===== src/rtl/counter_nd_loop.sv =====
// Nested loop counter: NUM_DIM dims with carry chain, wrap/saturate end.
// Optional COUNTER_ND_LOOP_ITER_EN adds a saturating iter_cnt output.
module counter_nd_loop #(
  parameter int NUM_DIM = 3,
  parameter int CNT_W   = 8
) (
  input  logic                     clk,
  input  logic                     rst,
  input  logic                     clean,
  input  logic                     cfg_load,
  input  logic [NUM_DIM*CNT_W-1:0] cfg_bound,
  input  logic                     cfg_wrap,
  input  logic                     en,
  output logic [NUM_DIM*CNT_W-1:0] count,
  output logic [NUM_DIM-1:0]       last,
  output logic                     busy,
  output logic                     done,
`ifdef COUNTER_ND_LOOP_ITER_EN
  output logic [NUM_DIM*CNT_W-1:0] iter_cnt,
`endif
  output logic                     full
);

  localparam int W = NUM_DIM * CNT_W;

  logic [W-1:0]     bnd_q;
  logic             wrap_q;
  logic [NUM_DIM:0] carry;
  logic [W-1:0]     cnt_nxt;
  logic             term;

  always_comb begin
    carry    = '0;
    last     = '0;
    cnt_nxt  = count;
    carry[0] = en & busy;
    for (int d = 0; d < NUM_DIM; d++) begin
      last[d] = count[d*CNT_W +: CNT_W] == bnd_q[d*CNT_W +: CNT_W];
      carry[d+1] = carry[d] & last[d];
      if (carry[d]) begin
        if (last[d])
          cnt_nxt[d*CNT_W +: CNT_W] = '0;
        else
          cnt_nxt[d*CNT_W +: CNT_W] =
            count[d*CNT_W +: CNT_W] + CNT_W'(1);
      end
    end
    term = carry[NUM_DIM];
  end

  always_ff @(posedge clk) begin
    if (rst) begin
      count  <= '0;
      bnd_q  <= '0;
      wrap_q <= 1'b0;
      busy   <= 1'b0;
      done   <= 1'b0;
      full   <= 1'b0;
    end else if (clean) begin
      count <= '0;
      busy  <= 1'b0;
      done  <= 1'b0;
      full  <= 1'b0;
    end else if (cfg_load) begin
      bnd_q  <= cfg_bound;
      wrap_q <= cfg_wrap;
      count  <= '0;
      busy   <= 1'b1;
      done   <= 1'b0;
      full   <= 1'b0;
    end else begin
      done <= term;
      // saturate: counts already sit at the bounds, just disarm
      if (term && !wrap_q) begin
        busy <= 1'b0;
        full <= 1'b1;
      end else begin
        count <= cnt_nxt;
      end
    end
  end

`ifdef COUNTER_ND_LOOP_ITER_EN
  always_ff @(posedge clk) begin
    if (rst || clean || cfg_load)
      iter_cnt <= '0;
    else if (carry[0] && iter_cnt != {W{1'b1}})
      iter_cnt <= iter_cnt + W'(1);
  end
`endif

endmodule


===== config.mk =====
export PLATFORM = sky130hd
export DESIGN_NAME = counter_nd_loop
export DESIGN_NICKNAME = d
export VERILOG_FILES = /design/src/rtl/counter_nd_loop.sv
export SDC_FILE = /design/constraint.sdc
export NUM_CORES = 1
export LEC_CHECK = 0
export CAP_MARGIN = 20
export CORE_MARGIN = 2
export CORE_UTILIZATION = 30
export DETAILED_ROUTE_END_ITERATION = 7
export DONT_BUFFER_PORTS = 1
export PLACE_DENSITY = 0.42
export SYNTH_ARGS = -nofsm -noshare
export SYNTH_HDL_FRONTEND = slang
export SYNTH_SLANG_ARGS = --single-unit
export TNS_END_PERCENT = 10

===== constraint.sdc =====
create_clock -name clk -period 1.9 [get_ports clk]
set_input_delay 0.19 -clock clk [delete_from_list [all_inputs] [get_ports clk]]
set_output_delay 0.19 -clock clk [all_outputs]
set_load 0.05 [all_outputs]

==> metrics.md <==
| Metric | Value |
|---|---|
| Peak VDD IR | 294 uV |
| CP dominant cell by count | buf_8 |
| Prevailing post-synth register cell | dfxtp_1 |
| Worst clock skew | 0.0108 ns |
| Leak | 1.28 nW |
| Worst Tran Pin Value | 1.00 ns |
| Area growth syn-to-layout | 24.0% |
| Critical Path Fanout Max | 8 |
| Setup slack, reg-to-reg | 0.12 ns |
| Cell Chain, Critical Path | xor2_1, nor4_4, nand2_4, clkinv_2, buf_8, buf_8 |
| H-tree depth | 2 |
| Drt pass-1 iters | 4 |
| Layout cells sized above 1 | 0.262 |
| Max Cap Violations | 0 |
| Ys async rst share | 0 |
| Ports | 60 |
| EDFF count, synth | 0 |
| Avg Inst Size Synth | 8.16 um2 |
| Rel. slew slack | 0.328 |
| GRT Total Usage | 0.158 |
| Highest achievable clock rate | 0.554 GHz |
| Bufs and invs on worst path | 3 |
| Initial antenna violation count | 0 |
| CP Data Required Time | 1.71 ns |
| Post-DRT Antenna Nets | 0 |
| Seq cells post-synth | 52 |
| Worst Setup End Kind | primary output |
| Wire per inst | 16.5 um |
| Final hold vios | 0 |
| Post-DP HPWL | 5590 um |
| YS warnings | 0 |
| DRC | 0 |
| Pin count of the biggest net entering global routing | 35 |
| 1st-iter DRT viols | 159 |
| Die height | 98.6 um |
| Post-route minimum period | 1.81 ns |
| CTS clk-pin slew, worst paths | 0.10 ns |
| # setup viols final | 0 |
| Pwr/cell area | 652 nW/um2 |
| Mapped cell area | 2690 um2 |
| Hold path cells | 2 |
| Vias in the first global route | 2286 |
| CORE AREA | 8720 um2 |
| Initial Util | 0.308 |
| Critical path class | reg -> out |
| Slowest CP cell | nor4_4 |
| Max clock buf depth | 2 |
| Syn_nets | 362 |
| CP delay by family, top | simple AND/OR/NAND/NOR gates |
| Worst reg2reg path endpoint | count[6] |
| Worst skew pair latency | 0.30 ns |
| Fin Setup TNS | 0 ns |
| Netlist cell types | 53 |
| Gpl congestion | 0.832 |
| Reg-to-reg critical path startpoint | bnd_q[1] |
| Most frequent cells in the layout | nand2_1, buf_4, dfxtp_1 |
| Die width | 98.6 um |
| # port buffers | 0 |
| Final Net Count | 398 |
| RSZ-0062 raised after global routing | no |
| Worst min-delay path startpoint | cfg_bound[16] |
| Slowest stage delay, CP | 0.37 ns |
| CP Data Arrival Time | 1.62 ns |
| WL final | 7800 um |
| Standard-cell rows | 34 |
| Vias after detailed routing | 2466 |
| Root Driver | clkbuf_8 |
| CTS Sinks | 52 |
| Seq/Total Area, Yosys | 0.388 |
| Drt via density | 5.20 |
| Syn Inst Count | 329 |
| Hold endpoint | bnd_q[16] |
| Reg2reg path depth | 6 |
| Fill cells | 911 |
| GRT Residual Overflow | 0 |
| Hold WC Path Type | in -> reg |
| Total power | 2.17 mW |
| Die area | 9720 um2 |
| N_diodes | 0 |
| Commonest non-fill, non-tap cell in the layout | nand2_1 |
| Fin. max-slew vios | 0 |
| Period utilization | 0.951 |
| CTS tree | done |
| Critical path launch point type | register |
| Util after Layout | 0.382 |
| Number of buffers created by CTS | 5 |
| Outcome | completed |
| First-pass GRT wire length | 12400 um |
-- cell type report --
cell class	count	area, um2	area share
inverters	5	23.8	0.00714
flip-flops and latches	52	1080	0.324
well taps	108	135	0.0406
repair buffers	46	434	0.130
multi-input cells	255	1570	0.472
clock inverters	1	8.76	0.00263
clock buffers	7	76.3	0.0229
-- state kept, by name (all words and copies together), names as in the netlist --
| register | count |
|---|---|
| bnd_q | 24 |
| count | 24 |
| busy | 1 |
| done | 1 |
| full | 1 |
| wrap_q | 1 |
-- stage by stage --
stage	hold WS (ns)	instance area (um2)	instances	setup slack, ns
finish	0.0127	3330	474	0.0935
global route	0.00190	3330	474	0.000203
CTS	0.000215	3260	471	-0.0627
detailed placement	0.265	3120	457	0.0692
global placement	0.262	3120	457	0.0920
floorplan	0.297	2730	329	-0.0227
-- where the power goes --
part / total (mW) / switching, mW / internal [mW]
clock network: 0.626 / 0.362 / 0.264
registers: 1.13 / 0.0177 / 1.11
logic: 0.416 / 0.249 / 0.167
-- cells in the mapped netlist, types with 2 or more instances --
library cell	count	area, um2
o22ai_1	6	37.5
nand3_1	10	50.1
clkbuf_1	10	37.5
a32o_1	3	30.0
buf_2	5	25.0
o21ai_0	8	40.0
dfxtp_1	52	1040
and2_1	4	25.0
inv_1	4	15.0
nor3_1	8	40.0
nor4_1	3	18.8
ha_1	3	37.5
nor3b_1	2	15.0
a31oi_1	5	31.3
nor4_4	3	63.8
a32oi_1	4	35.0
nand4_1	6	37.5
and3_1	4	25.0
o211ai_1	4	30.0
nor2_1	13	48.8
xor2_1	16	140
or2_2	2	12.5
or3_1	2	12.5
nand2_1	83	312
nand4b_1	3	26.3
xnor2_1	8	70.1
o2111ai_1	2	17.5
nor2b_1	2	12.5
a21oi_1	28	140
o21a_1	3	22.5
-- worst register-to-register path, cell delays in order (launching register included) --
cell     delay, ns
dfxtp_1       0.36
xnor2_1       0.12
nand4_1       0.19
or2_4         0.33
buf_12        0.15
o31ai_4       0.35
a31o_2        0.22
-- cell families (layout without fill, tap and decap cells) --
family,after synthesis,count (layout),share of synthesized area
simple gates,153,153,0.290
compound gates,74,74,0.189
flops,52,52,0.388
xor+xnor,24,24,0.0783
buf+inv,22,59,0.0377
fa+ha+maj,3,3,0.0140
mux,1,1,0.00373
-- worst max path at each step --
| stage | startpoint | end | slack, ns | cells past startpoint |
|---|---|---|---|---|
| 2_1_floorplan | count[2] | count[5] | -0.02 | 7 |
| 3_3_place_gp | count[12] | count[22] | 0.09 | 6 |
| 3_5_place_dp | count[12] | count[22] | 0.07 | 6 |
| 4_1_cts | bnd_q[17] | last[2] | -0.06 | 5 |
| 5_1_grt | count[12] | last[1] | 0.0002 | 6 |
| 6_report | count[12] | last[1] | 0.09 | 6 |
-- per-layer routing --
| metal | track usage | routed length, um | vias up |
|---|---|---|---|
| met3 | 0.0326 | 443 | 2 |
| li1 | - | - | 1237 |
| met2 | 0.236 | 3460 | 72 |
| met5 | 0 | 0 | - |
| met4 | 0.0285 | 34 | 0 |
| met1 | 0.238 | 3860 | 1155 |
-- what timing repair did --
action                                  4_1_cts  5_1_grt
hold buffers                                  3        0
setup buffers                                 3        3
endpoints found under the setup margin        2        4
resized for setup                             2        9
gates cloned                                  0        0
pin swaps                                     2        4
endpoints found under the hold margin        26        0
Power figures use the tool's default switching activity.
